<file path="config.mk">
export PLATFORM = sky130hd
export DESIGN_NAME = tlk2711_nch_hub
export DESIGN_NICKNAME = d
export VERILOG_FILES = /design/src/rtl/tlk2711_nch_hub.sv
export SDC_FILE = /design/constraint.sdc
export NUM_CORES = 1
export LEC_CHECK = 0
export ABC_AREA = 1
export BUFFER_PORTS_ARGS = -buffer_cell sky130_fd_sc_hd__buf_2
export CAP_MARGIN = 5
export CORE_MARGIN = 2
export CORE_UTILIZATION = 25
export CTS_CLUSTER_SIZE = 16
export DETAILED_ROUTE_END_ITERATION = 7
export PLACE_DENSITY_LB_ADDON = 0.25
export SLEW_MARGIN = 15
export SYNTH_ARGS = -nofsm -noshare
export SYNTH_HDL_FRONTEND = slang
export SYNTH_SLANG_ARGS = --single-unit
export TNS_END_PERCENT = 100
</file>
<file path="constraint.sdc">
create_clock -name ps_clk -period 7.25 [get_ports ps_clk]
set_input_delay 0.725 -clock ps_clk [delete_from_list [all_inputs] [get_ports ps_clk]]
set_output_delay 0.725 -clock ps_clk [all_outputs]
set_load 0.02 [all_outputs]
</file>
<file path="src/rtl/tlk2711_nch_hub.sv">
// Register-bus fabric and interrupt aggregator for NUM_CH tlk2711 channels.
// Decodes channel/hub windows, pipelines reads at fixed latency 3, owns the IRQ registers.
module tlk2711_nch_hub #(
  parameter int unsigned NUM_CH         = 4,
  parameter logic [15:0] CH_ADDR_STRIDE = 16'h0100,
  parameter logic [15:0] CH_ADDR_MASK   = 16'h00ff,
  parameter logic [15:0] HUB_ADDR_BASE  = 16'hF000,
  parameter logic [15:0] HUB_VERSION    = 16'h0002
) (
  input  logic                  ps_clk,
  input  logic                  ps_rst,
  input  logic                  i_reg_wen,
  input  logic [15:0]           i_reg_waddr,
  input  logic [63:0]           i_reg_wdata,
  input  logic                  i_reg_ren,
  input  logic [15:0]           i_reg_raddr,
  output logic [63:0]           o_reg_rdata,
  output logic                  o_reg_rvalid,
  output logic [NUM_CH-1:0]     o_ch_reg_wen,
  output logic [15:0]           o_ch_reg_waddr,
  output logic [63:0]           o_ch_reg_wdata,
  output logic [NUM_CH-1:0]     o_ch_reg_ren,
  output logic [15:0]           o_ch_reg_raddr,
  input  logic [NUM_CH*64-1:0]  i_ch_reg_rdata,
  input  logic [NUM_CH*3-1:0]   i_ch_irq,
  output logic [NUM_CH-1:0]     o_ch_irq,
  output logic                  o_irq
);

  localparam int unsigned IrqW = 3 * NUM_CH;
  localparam int unsigned IdxW = (NUM_CH > 1) ? $clog2(NUM_CH) : 1;

  typedef enum logic [1:0] {TagNone = 2'd0, TagCh = 2'd1, TagHub = 2'd2} tag_e;

  typedef struct packed {
    tag_e            tag;
    logic [IdxW-1:0] idx;
  } dec_t;

  // Hub window wins over any overlapping channel window.
  function automatic dec_t decode(input logic [15:0] addr);
    dec_t d;
    d.tag = TagNone;
    d.idx = '0;
    for (int unsigned k = 0; k < NUM_CH; k++) begin
      if ((addr & ~CH_ADDR_MASK) == 16'(k * CH_ADDR_STRIDE)) begin
        d.tag = TagCh;
        d.idx = IdxW'(k);
      end
    end
    if ((addr & 16'hff00) == HUB_ADDR_BASE) d.tag = TagHub;
    return d;
  endfunction

  dec_t wdec, rdec;

  logic [NUM_CH-1:0] ch_wen_d, ch_wen_q, ch_ren_d, ch_ren_q;
  logic [15:0]       ch_waddr_d, ch_waddr_q, ch_raddr_d, ch_raddr_q;
  logic [63:0]       ch_wdata_d, ch_wdata_q;
  logic              hub_wen_d, hub_wen_q;
  logic [7:0]        hub_woff_d, hub_woff_q;
  logic [63:0]       hub_wdata_d, hub_wdata_q;

  logic              rv1_d, rv1_q, rv2_d, rv2_q;
  tag_e              tag1_d, tag1_q, tag2_d, tag2_q;
  logic [IdxW-1:0]   idx1_d, idx1_q, idx2_d, idx2_q;
  logic [7:0]        hoff1_d, hoff1_q;
  logic [63:0]       hub_rdata2_d, hub_rdata2_q, ch_sel;
  logic [63:0]       rdata_d, rdata_q;
  logic              rvalid_d, rvalid_q;

  logic [IrqW-1:0]   irq_prev_q, pend_d, pend_q, en_d, en_q, w1c;
  logic [NUM_CH-1:0] ch_irq_d, ch_irq_q;
  logic              irq_d, irq_q;

  always_comb begin
    wdec        = decode(i_reg_waddr);
    ch_wen_d    = '0;
    ch_waddr_d  = '0;
    ch_wdata_d  = '0;
    hub_wen_d   = 1'b0;
    hub_woff_d  = '0;
    hub_wdata_d = '0;
    if (i_reg_wen) begin
      case (wdec.tag)
        TagCh: begin
          ch_wen_d[wdec.idx] = 1'b1;
          ch_waddr_d         = i_reg_waddr & CH_ADDR_MASK;
          ch_wdata_d         = i_reg_wdata;
        end
        TagHub: begin
          hub_wen_d   = 1'b1;
          hub_woff_d  = i_reg_waddr[7:0];
          hub_wdata_d = i_reg_wdata;
        end
        default: ;
      endcase
    end
  end

  always_comb begin
    rdec       = decode(i_reg_raddr);
    rv1_d      = i_reg_ren;
    tag1_d     = i_reg_ren ? rdec.tag : TagNone;
    idx1_d     = rdec.idx;
    hoff1_d    = i_reg_raddr[7:0];
    ch_ren_d   = '0;
    ch_raddr_d = '0;
    if (i_reg_ren && rdec.tag == TagCh) begin
      ch_ren_d[rdec.idx] = 1'b1;
      ch_raddr_d         = i_reg_raddr & CH_ADDR_MASK;
    end
  end

  // Hub data is captured one stage early so it lines up with the channel return.
  always_comb begin
    rv2_d        = rv1_q;
    tag2_d       = tag1_q;
    idx2_d       = idx1_q;
    hub_rdata2_d = '0;
    if (tag1_q == TagHub) begin
      case (hoff1_q)
        8'h00:   hub_rdata2_d = 64'(pend_q);
        8'h08:   hub_rdata2_d = 64'(en_q);
        8'h10:   hub_rdata2_d = 64'(i_ch_irq);
        8'h18:   hub_rdata2_d = {32'h0, 16'(NUM_CH), HUB_VERSION};
        default: hub_rdata2_d = '0;
      endcase
    end
  end

  always_comb begin
    ch_sel = '0;
    for (int unsigned k = 0; k < NUM_CH; k++) begin
      if (idx2_q == IdxW'(k)) ch_sel = i_ch_reg_rdata[64*k +: 64];
    end
    rvalid_d = rv2_q;
    rdata_d  = '0;
    if (rv2_q) begin
      case (tag2_q)
        TagCh:   rdata_d = ch_sel;
        TagHub:  rdata_d = hub_rdata2_q;
        default: rdata_d = '0;
      endcase
    end
  end

  // A new rising edge beats a simultaneous write-1-to-clear.
  always_comb begin
    w1c    = (hub_wen_q && hub_woff_q == 8'h00) ? hub_wdata_q[IrqW-1:0] : '0;
    pend_d = (pend_q & ~w1c) | (i_ch_irq & ~irq_prev_q);
    en_d   = (hub_wen_q && hub_woff_q == 8'h08) ? hub_wdata_q[IrqW-1:0] : en_q;
    for (int unsigned k = 0; k < NUM_CH; k++) begin
      ch_irq_d[k] = |(pend_q[3*k +: 3] & en_q[3*k +: 3]);
    end
    irq_d = |ch_irq_d;
  end

  always_ff @(posedge ps_clk or posedge ps_rst) begin
    if (ps_rst) begin
      ch_wen_q     <= '0;
      ch_waddr_q   <= '0;
      ch_wdata_q   <= '0;
      hub_wen_q    <= 1'b0;
      hub_woff_q   <= '0;
      hub_wdata_q  <= '0;
      ch_ren_q     <= '0;
      ch_raddr_q   <= '0;
      rv1_q        <= 1'b0;
      tag1_q       <= TagNone;
      idx1_q       <= '0;
      hoff1_q      <= '0;
      rv2_q        <= 1'b0;
      tag2_q       <= TagNone;
      idx2_q       <= '0;
      hub_rdata2_q <= '0;
      rdata_q      <= '0;
      rvalid_q     <= 1'b0;
      irq_prev_q   <= '0;
      pend_q       <= '0;
      en_q         <= '0;
      ch_irq_q     <= '0;
      irq_q        <= 1'b0;
    end else begin
      ch_wen_q     <= ch_wen_d;
      ch_waddr_q   <= ch_waddr_d;
      ch_wdata_q   <= ch_wdata_d;
      hub_wen_q    <= hub_wen_d;
      hub_woff_q   <= hub_woff_d;
      hub_wdata_q  <= hub_wdata_d;
      ch_ren_q     <= ch_ren_d;
      ch_raddr_q   <= ch_raddr_d;
      rv1_q        <= rv1_d;
      tag1_q       <= tag1_d;
      idx1_q       <= idx1_d;
      hoff1_q      <= hoff1_d;
      rv2_q        <= rv2_d;
      tag2_q       <= tag2_d;
      idx2_q       <= idx2_d;
      hub_rdata2_q <= hub_rdata2_d;
      rdata_q      <= rdata_d;
      rvalid_q     <= rvalid_d;
      irq_prev_q   <= i_ch_irq;
      pend_q       <= pend_d;
      en_q         <= en_d;
      ch_irq_q     <= ch_irq_d;
      irq_q        <= irq_d;
    end
  end

  assign o_ch_reg_wen   = ch_wen_q;
  assign o_ch_reg_waddr = ch_waddr_q;
  assign o_ch_reg_wdata = ch_wdata_q;
  assign o_ch_reg_ren   = ch_ren_q;
  assign o_ch_reg_raddr = ch_raddr_q;
  assign o_reg_rdata    = rdata_q;
  assign o_reg_rvalid   = rvalid_q;
  assign o_ch_irq       = ch_irq_q;
  assign o_irq          = irq_q;

endmodule
</file>
==> impl_metrics.tcl <==
set metrics [dict create \
    finalNonFillerCells 2228 \
    async_flop_share_pct 100.0 \
    regArea_sq_mm 0.006158 \
    post-route-min-period_ns 2.685 \
    synthTopCellsByCount "dfrtp_1 (246), nand2_1 (234), inv_1 (130), nor2_1 (112), nand3_1 (100)" \
    dr.pass1.iters 4 \
    fin_setup_tns_ns 0 \
    skew_ns 0.009870 \
    synth_area_sq_mm 0.01065 \
    cap_violations 0 \
    gp_congestion 0.8987 \
    fin_nets 2031 \
    status "finished, final reports clean" \
    synth_cells 1170 \
    hold_slack_ns 0.2821 \
    cp_cell_sequence "nand2_2 > buf_4 > inv_1 > nor2_1 > o211ai_1 > a21oi_1" \
    synth_top_cell_area_share_pct 57.80 \
    hpwl_mm 29.55 \
    cts-root-buf "clkbuf_16" \
    leakage_nw 8.294 \
    routed_wirelength_mm 39.34 \
    worstSkewPairLatency_ns 0.56 \
    yosysWarnings 0 \
    hold_end "hoff1_q[6]" \
    path_clk_slew_ns 0.06 \
    path_class "reg -> reg" \
    yosys-top-cells-area "dfrtp_1 (58%), nand2_1 (8.2%), nand3_1 (4.7%)" \
    ys_ff_latch 246 \
    grt_pass1_vias 10190 \
    worstHoldPathCells 1 \
    crit_arrival_ns 3.15 \
    path_delay_family "buffers and inverters" \
    drtIter0Drc 467 \
    postRouteAntennaNets 0 \
    clockBufferDepth 3 \
    ys_seq_area_share_pct 57.80 \
    rows 75 \
    cts_resized 0 \
    r2r-start "idx2_q[1]" \
    die_w_microns 210.4 \
    power_density_mw_per_mm2 211.3 \
    postCtsSetupBuffers 0 \
    final-setup-viol-count 0 \
    placedCellCount 2170 \
    fillers 4484 \
    hold_viol_final 0 \
    die_h_microns 210.4 \
    post-route-util_pct 34.68 \
    area_growth_pct 36.89 \
    postCtsHoldBufs 0 \
    critPathLaunchType "register" \
    r2r_cells 6 \
    gr-total-overflow 0 \
    avgViaCountPerCell 4.421 \
    synthFlopType "dfrtp_1" \
    drv_slew 0 \
    synth_edf_count 0 \
    synth.avg_cell_area_sq_um 9.103 \
    initial_core_util_pct 25.33 \
    cp_max_fo 65 \
    grt_usage_pct 17.16 \
    slowest_delay_ns 0.72 \
    reg2reg_to "o_reg_rdata[41]" \
    io_pins 542 \
    post-synth-top-count-cell "dfrtp_1" \
    die_area_sq_mm 0.04427 \
    grt_max_degree 180 \
    crit_required_ns 7.71 \
    drive_above_1_share_pct 36.42 \
    synth.distinct_cells 34 \
    numCtsBuffers 28 \
    antenna_found_initial 14 \
    tritoncts "yes" \
    peakVddDrop_mv 0.1941 \
    hp-class "in -> reg" \
    drc 0 \
    htreeDepth 1 \
    timing.final.crit_share_pct 37.03 \
    slowest_stage "dfrtp_2" \
    rsz0062_at_grt "false" \
    ff2ff_setup_slack_ns 4.57 \
    wire_per_inst_microns 17.66 \
    critPathBufInv 2 \
    slew_headroom_pct 23.28 \
    multi_input_area_sq_mm 0.003558 \
    min_from "i_reg_raddr[6]" \
    portBuffers 525 \
    vias 9849 \
    endpoint_kind "register" \
    fmax_ghz 0.3725 \
    tightestPinTransition_ns 1.147 \
    numClockSinks 246 \
    synth_top_area_cell "dfrtp_1" \
    grt_pass1_wl_mm 58.62 \
    coreArea_sq_mm 0.04204 \
]
[worst reg2reg max path, cell delays in order (launching register included)]
cell and delay [ns]:
dfrtp_2 0.72, nand2_2 0.15, buf_4 0.54, inv_1 0.65
nor2_1 0.26, o211ai_1 0.11, a21oi_1 0.16
[power by group]
part | total, W | internal, W | switching (W)
Combinational | 0.000213 | 0.0000962 | 0.000116
Sequential | 0.00139 | 0.00138 | 0.00000365
Clock | 0.00148 | 0.000895 | 0.000587
[per-stage QoR]
step	instance area, sq um	total power [W]	worst slack, ns
2_1_floorplan	10710	0.001499	3.293
3_3_place_gp	13570	0.001625	4.623
3_5_place_dp	13570	0.001626	4.584
4_1_cts	14560	0.003138	4.578
5_1_grt	14570	0.003211	4.312
6_report	14580	0.003080	4.565
[layout by cell type, fill, tap and decap left out, drive strengths merged]
| cell type | instances |
|---|---|
| nor3 | 26 |
| nor3b | 52 |
| nand2 | 236 |
| o221ai | 2 |
| clkinvlp | 2 |
| clkbuf | 43 |
| or2 | 16 |
| bufinv | 2 |
| a22o | 1 |
| a21oi | 43 |
| clkinv | 6 |
| nor2 | 115 |
| o211ai | 49 |
| buf | 530 |
| diode | 6 |
| conb | 16 |
| inv | 132 |
| nand3 | 100 |
| dfrtp | 246 |
| and3 | 1 |
| o21ai | 60 |
| ha | 2 |
| nor4 | 3 |
[state kept, by name, indices dropped and copies added, names as in the netlist, 8 cells and up]
signal and cells:
pend_q 12, hub_woff_q 8, en_q 12, hub_wdata_q 12
o_ch_reg_waddr 8, o_ch_reg_raddr 8, o_ch_reg_wdata 64, hoff1_q 8
o_reg_rdata 64, irq_prev_q 12, hub_rdata2_q 13
[worst max path at each step]
stage	start	endpoint	slack, ns	cells after the start
after floorplan	ps_rst	en_q[0]	3.29	1
after global placement	ps_rst	o_ch_reg_wdata[40]	4.62	4
after detailed placement	idx2_q[1]	o_reg_rdata[56]	4.58	6
after CTS	idx2_q[1]	o_reg_rdata[56]	4.58	6
after global routing	idx2_q[1]	o_reg_rdata[57]	4.31	6
final	idx2_q[1]	o_reg_rdata[41]	4.57	6
[cell type report]
| cell class | count | area share, % |
|---|---|---|
| Antenna cell | 6 | 0.1030 |
| Clock buffer | 43 | 5.947 |
| Clock inverter | 9 | 0.8411 |
| Inverter | 133 | 3.467 |
| Multi-Input combinational cell | 722 | 24.41 |
| Sequential cell | 246 | 42.24 |
| Tap cell | 539 | 4.626 |
| Timing Repair Buffer | 530 | 18.37 |
[kinds of logic after synthesis]
kind of cell / share of synthesized area (%)
simple gates: 23.64
fa+ha+maj: 0.2349
buf+inv: 9.410
compound gates: 8.882
flops: 57.80
other cells: 0.03521
[per-layer routing]
layer,global-route usage [%],wire length [microns]
met5,0,70
met4,6.848,1544
met3,5.244,3241
met2,30.00,19470
met1,19.57,15010
Power figures use the tool's default switching activity.
